**config.mk**
```make
export PLATFORM = sky130hd
export DESIGN_NAME = ps2_key_event_decoder
export DESIGN_NICKNAME = d
export VERILOG_FILES = /design/src/rtl/ps2_key_event_decoder.sv
export SDC_FILE = /design/constraint.sdc
export NUM_CORES = 1
export LEC_CHECK = 0
export BUFFER_PORTS_ARGS = -buffer_cell sky130_fd_sc_hd__buf_4
export CAP_MARGIN = 20
export CORE_AREA = 2 2 98 100
export CTS_BUF_LIST = sky130_fd_sc_hd__clkbuf_16
export DETAILED_ROUTE_END_ITERATION = 16
export DIE_AREA = 0 0 100 102
export PLACE_DENSITY = 0.57
export SLEW_MARGIN = 20
export SYNTH_ARGS = -nofsm -noshare
export SYNTH_HDL_FRONTEND = slang
export SYNTH_SLANG_ARGS = --single-unit
```
**constraint.sdc**
```tcl
create_clock -name i_clk -period 4.8 [get_ports i_clk]
set_input_delay 0 -clock i_clk [delete_from_list [all_inputs] [get_ports i_clk]]
set_output_delay 0 -clock i_clk [all_outputs]
set_load 0.05 [all_outputs]
```
**src/rtl/ps2_key_event_decoder.sv**
```systemverilog
// PS/2 Set-2 scancode decoder: parses press/release/extended sequences, keeps a
// live key-state bitmap and queues decoded key events in a first-word-fall-through FIFO.
//
// Ports:
//   i_clk, i_rst_n  - clock, asynchronous active-low reset
//   i_data          - received scancode byte, qualified by i_data_valid (1-cycle strobe)
//   i_ready         - consumer pops the FIFO head when o_valid is also high
//   i_clear         - synchronous clear of o_keys and o_overflow
//   o_code          - FIFO head {release, 2'b00, extended, index}; 8'h00 when empty
//   o_valid         - FIFO non-empty
//   o_keys          - key-state bitmap, bit {ext, idx[2:0]} high while the key is held
//   o_overflow      - sticky, an event was dropped on a full FIFO
//   o_timeout       - one-cycle pulse when a partial sequence is abandoned
module ps2_key_event_decoder #(
    parameter int unsigned TIMEOUT_CYCLES  = 250000,
    parameter int unsigned FIFO_DEPTH      = 4,
    parameter bit          SUPPRESS_REPEAT = 1'b1,
    parameter bit          REPORT_UNKNOWN  = 1'b0
) (
    input  logic        i_clk,
    input  logic        i_rst_n,
    input  logic [7:0]  i_data,
    input  logic        i_data_valid,
    input  logic        i_ready,
    input  logic        i_clear,
    output logic [7:0]  o_code,
    output logic        o_valid,
    output logic [15:0] o_keys,
    output logic        o_overflow,
    output logic        o_timeout
);

    localparam int unsigned CNT_W = $clog2(TIMEOUT_CYCLES + 1);
    localparam int unsigned PTR_W = $clog2(FIFO_DEPTH);
    localparam int unsigned OCC_W = PTR_W + 1;

    typedef enum logic [1:0] {
        S_IDLE    = 2'd0,
        S_EXT     = 2'd1,
        S_REL     = 2'd2,
        S_EXT_REL = 2'd3
    } state_t;

    state_t             state_q, state_d;
    logic [CNT_W-1:0]   cnt_q;
    logic               timeout_hit;
    logic               is_ext, is_rel;
    logic               map_known;
    logic [2:0]         map_idx;
    logic               evt_emit;
    logic [7:0]         evt_code;
    logic               key_set, key_clr;
    logic [3:0]         key_bit;

    logic [7:0]         mem_q [FIFO_DEPTH];
    logic [PTR_W-1:0]   wr_q, rd_q;
    logic [OCC_W-1:0]   occ_q;
    logic               full, push, pop;

    assign is_ext = (state_q == S_EXT) || (state_q == S_EXT_REL);
    assign is_rel = (state_q == S_REL) || (state_q == S_EXT_REL);

    // Key map lookup; the extended flag selects which table applies
    always_comb begin
        map_known = 1'b1;
        map_idx   = 3'd0;
        if (!is_ext) begin
            case (i_data)
                8'h1D:   map_idx = 3'd0;
                8'h1B:   map_idx = 3'd1;
                8'h1C:   map_idx = 3'd2;
                8'h23:   map_idx = 3'd3;
                8'h5A:   map_idx = 3'd4;
                8'h29:   map_idx = 3'd5;
                default: map_known = 1'b0;
            endcase
        end else begin
            case (i_data)
                8'h75:   map_idx = 3'd0;
                8'h72:   map_idx = 3'd1;
                8'h6B:   map_idx = 3'd2;
                8'h74:   map_idx = 3'd3;
                default: map_known = 1'b0;
            endcase
        end
    end

    // Sequence state register
    always_ff @(posedge i_clk or negedge i_rst_n) begin
        if (!i_rst_n) state_q <= S_IDLE;
        else          state_q <= state_d;
    end

    // Next state and event decode; E0 always restarts an extended prefix
    always_comb begin
        state_d     = state_q;
        evt_emit    = 1'b0;
        evt_code    = 8'h00;
        key_set     = 1'b0;
        key_clr     = 1'b0;
        key_bit     = {is_ext, map_idx};
        timeout_hit = (state_q != S_IDLE) && !i_data_valid &&
                      (cnt_q == CNT_W'(TIMEOUT_CYCLES - 1));
        if (i_data_valid) begin
            if (i_data == 8'hE0) begin
                state_d = S_EXT;
            end else if (i_data == 8'hF0) begin
                state_d = (state_q == S_EXT) ? S_EXT_REL : S_REL;
            end else begin
                state_d = S_IDLE;
                if (map_known) begin
                    evt_code = {is_rel, 2'b00, is_ext, 1'b0, map_idx};
                    if (is_rel) begin
                        key_clr  = 1'b1;
                        evt_emit = 1'b1;
                    end else begin
                        key_set  = 1'b1;
                        evt_emit = !(SUPPRESS_REPEAT && o_keys[key_bit]);
                    end
                end else begin
                    evt_code = {is_rel, 2'b00, is_ext, 4'hF};
                    evt_emit = REPORT_UNKNOWN;
                end
            end
        end else if (timeout_hit) begin
            state_d = S_IDLE;
        end
    end

    // Inter-byte idle counter, only runs while a sequence is open
    always_ff @(posedge i_clk or negedge i_rst_n) begin
        if (!i_rst_n) begin
            cnt_q     <= '0;
            o_timeout <= 1'b0;
        end else begin
            o_timeout <= timeout_hit;
            if (i_data_valid || (state_q == S_IDLE) || timeout_hit) cnt_q <= '0;
            else                                                  cnt_q <= cnt_q + CNT_W'(1);
        end
    end

    // Event FIFO; a pop frees the slot for a same-cycle push when full
    assign full    = (occ_q == OCC_W'(FIFO_DEPTH));
    assign o_valid = (occ_q != '0);
    assign pop     = o_valid && i_ready;
    assign push    = evt_emit && (!full || pop);
    assign o_code  = o_valid ? mem_q[rd_q] : 8'h00;

    always_ff @(posedge i_clk) begin
        if (push) mem_q[wr_q] <= evt_code;
    end

    always_ff @(posedge i_clk or negedge i_rst_n) begin
        if (!i_rst_n) begin
            wr_q  <= '0;
            rd_q  <= '0;
            occ_q <= '0;
        end else begin
            if (push) wr_q <= wr_q + PTR_W'(1);
            if (pop)  rd_q <= rd_q + PTR_W'(1);
            occ_q <= occ_q + OCC_W'(push) - OCC_W'(pop);
        end
    end

    // Key bitmap and sticky overflow; clear wins over same-edge updates
    always_ff @(posedge i_clk or negedge i_rst_n) begin
        if (!i_rst_n) begin
            o_keys     <= '0;
            o_overflow <= 1'b0;
        end else if (i_clear) begin
            o_keys     <= '0;
            o_overflow <= 1'b0;
        end else begin
            if (key_set)      o_keys[key_bit] <= 1'b1;
            else if (key_clr) o_keys[key_bit] <= 1'b0;
            if (evt_emit && full && !pop) o_overflow <= 1'b1;
        end
    end

endmodule
```
==> results.py <==
metrics = {
    "run_status": {
        "outcome": "finished clean",
    },
    "detailed_routing": {
        "first_iter_violations": 138,
        "antenna_left": 0,
        "top_layer": "met4",
        "drt-total-wl_microns": 7280,
        "drc": 0,
        "avgViaCountPerCell": 5.21,
        "wl_per_cell_microns": 15.5,
        "vias": 2454,
        "wl_met2_microns": 3340,
        "wl_met1_microns": 3680,
        "dr_wl_met3_microns": 205,
        "first_pass_iters": 4,
    },
    "synth": {
        "synth_ff_type": "dfrtp_1",
        "synth_edf_count": 24,
        "postSynthAreaPerCell_sq_um": 11.4,
        "synth_cells": 317,
        "synth_top_area_frac": 0.312,
        "ys_seq_area_frac": 0.512,
        "synth_seq_cells": 69,
        "synth_area_sq_mm": 0.00360,
        "ys_types": 61,
        "async_reset_ff_frac": 0.652,
        "synth_top_area_cell": "dfrtp_1",
        "ys_warn_count": 0,
        "synth_area_leaders": "dfrtp_1, edfxtp_1, nor2_1",
    },
    "floorplan": {
        "die_h_microns": 102,
        "ios": 40,
        "initial_core_util": 0.396,
        "die_area_sq_mm": 0.0102,
        "die_w_microns": 100,
        "core_sq_mm": 0.00911,
        "rows": 35,
    },
    "setup_path": {
        "path_delay_family": "compound AO/OA/AOI/OAI gates",
        "cp-end-kind": "register",
        "worst-path-buf-inv": 4,
        "slowest_stage": "dlygate4sd3_1",
        "cpPeakStageDelay_ns": 0.53,
        "crit_type": "input pin to register",
        "crit_arrival_ns": 3.64,
        "cp-start-kind": "input pin",
        "path_cells": "dlygate4sd3_1 -> buf_4 -> nand4b_1 -> o41ai_2 -> a21boi_2 -> mux2i_1 -> nand4_4 -> o21ai_4 -> ha_1 -> inv_1 -> ha_1 -> inv_1 -> fa_1 -> xnor2_1 -> xnor2_1",
        "critPathRequiredTime_ns": 5.01,
        "crit_fanout": 9,
    },
    "clock_tree": {
        "post_cts_resized": 0,
        "htree_levels": 3,
        "path_clk_slew_ns": 0.06,
        "cts_buffer_depth": 2,
        "hold_buffers": 4,
        "clockRootBuffer": "clkbuf_16",
        "cts_tree": "built",
        "cts_setup_buffers": 0,
        "clock_sinks": 69,
        "clkLatencyLatePin_ns": 0.33,
        "cts_buffers": 9,
    },
    "timing": {
        "slew_headroom": 0.581,
        "final-max-slew-violation-count": 0,
        "hold_viol": 0,
        "final.setup_skew_ns": 0.00967,
        "setup-tns-final_ns": 0,
        "setup_viol": 0,
        "finalCritPeriodShare": 0.714,
        "rsz0062_at_grt": "false",
        "fin_crit_ns": 3.43,
        "worst_slew_pin_slew_ns": 0.625,
        "fmax_mhz": 292,
    },
    "place": {
        "place.detailed.hpwl_microns": 5160,
        "portBuffers": 37,
        "gp_congestion": 0.809,
    },
    "grt": {
        "antenna_found_initial": 0,
        "track_usage": 0.154,
        "grt-ovfl-total": 0,
        "grt_pass1_wl_microns": 12100,
        "grt_max_degree": 46,
        "grt_pass1_vias": 2337,
    },
    "power": {
        "p_leak_nw": 1.77,
        "peakVddDrop_mv": 0.158,
        "total_power_w": 0.00175,
        "powerDensity_mw_per_mm2": 411,
    },
    "run": {
        "drv_cap": 0,
    },
    "layout": {
        "most-common-layout-cells": "dfrtp_1, nor2_1, buf_4",
        "diodes": 0,
        "nNetsFinal": 376,
        "synthToLayoutAreaGrowth_pct": 17.9,
        "final_common_cell": "dfrtp_1",
        "n_fill_cell": 855,
        "layout-drive-gt1-share": 0.208,
    },
    "worst_hold_path": {
        "min_path_type": "input pin to register",
    },
}
==> report_power, final <==
group	internal [W]	switching (W)	leakage, nW
combinational	0.000170	0.000235	0.803
clock	0.000398	0.000246	0.136
sequential	0.000642	0.0000548	0.834
==> sequential cells by signal (all words and copies together), names as in the netlist <==
signal and flops:
state_q 2, mem_q 24, o_overflow 1, o_timeout 1, o_keys 16, rd_q 2, cnt_q 18, wr_q 2
occ_q 3
==> metal layers <==
metal / up-vias / global-route usage
li1: 1202 / -
met1: 1210 / 0.215
met2: 38 / 0.240
met3: 4 / 0.0390
met4: 0 / 0.0474
met5: - / 0
==> worst register-to-register path, delay by kind of cell (launching register included) <==
family	cells	cell delay, ns
flops	1	0.52
compound gates	4	1.26
buf+inv	2	0.10
fa+ha+maj	3	0.77
simple gates	1	0.17
xor+xnor	2	0.26
==> final timing paths <==
kind,startpoint,end,slack (ns),depth (start not counted)
max,i_data[4],occ_q[2],1.37,15
min,i_ready,o_overflow,0.04,4
max reg2reg,state_q[0],occ_q[2],1.59,12
min reg2reg,cnt_q[0],cnt_q[0],0.46,1
max in group asynchronous,i_rst_n,wr_q[1],4.17,2
min in group asynchronous,i_rst_n,cnt_q[4],0.23,2
==> per-stage QoR <==
stage / util / area, sq um / worst slack, ns / hold WS, ns / instances
detailed placement: 0.430 / 3920 / 1.53 / 0.0520 / 451
global route: 0.467 / 4250 / 1.15 / 0.0616 / 471
floorplan: - / 3610 / 1.87 / -0.296 / 318
global placement: 0.430 / 3920 / 1.62 / 0.0477 / 451
CTS: 0.467 / 4250 / 1.38 / 0.0465 / 471
finish: 0.467 / 4250 / 1.37 / 0.0445 / 471
==> cell usage after synthesis (2+ instances only) <==
cell,n
mux2i_1,11
inv_1,17
buf_4,5
xnor2_1,11
and2_1,8
and3_1,3
nor4b_1,3
or3_1,5
nor4_1,4
nand3_1,10
a21oi_1,12
nor2b_1,9
clkbuf_1,6
o211ai_1,4
buf_6,3
nor2_1,42
ha_1,7
nand2b_1,3
dfrtp_1,45
mux4_2,6
nor3_1,2
nand4_1,11
o21ai_0,7
nand2_1,14
edfxtp_1,24
and4b_2,2
xor2_1,9
==> cell type report <==
type	count	area (sq um)	share of cell area
inverter	17	63.8	0.0150
clock buffer	9	225	0.0530
timing repair buffer	42	325	0.0765
multi-input combinational	216	1590	0.373
sequential	69	1850	0.434
clock inverter	7	66.3	0.0156
tap	111	139	0.0327
==> kinds of logic (layout without fill, tap and decap cells) <==
family,count (synthesis),in the layout,synth area share
simple gates,130,130,0.204
flops,69,69,0.512
compound gates,38,38,0.0833
buf+inv,33,75,0.0489
xor+xnor,20,20,0.0486
mux,18,18,0.0722
fa+ha+maj,8,8,0.0298
other cells,1,2,0.00104
No activity file was read; power rests on OpenSTA's default activity.
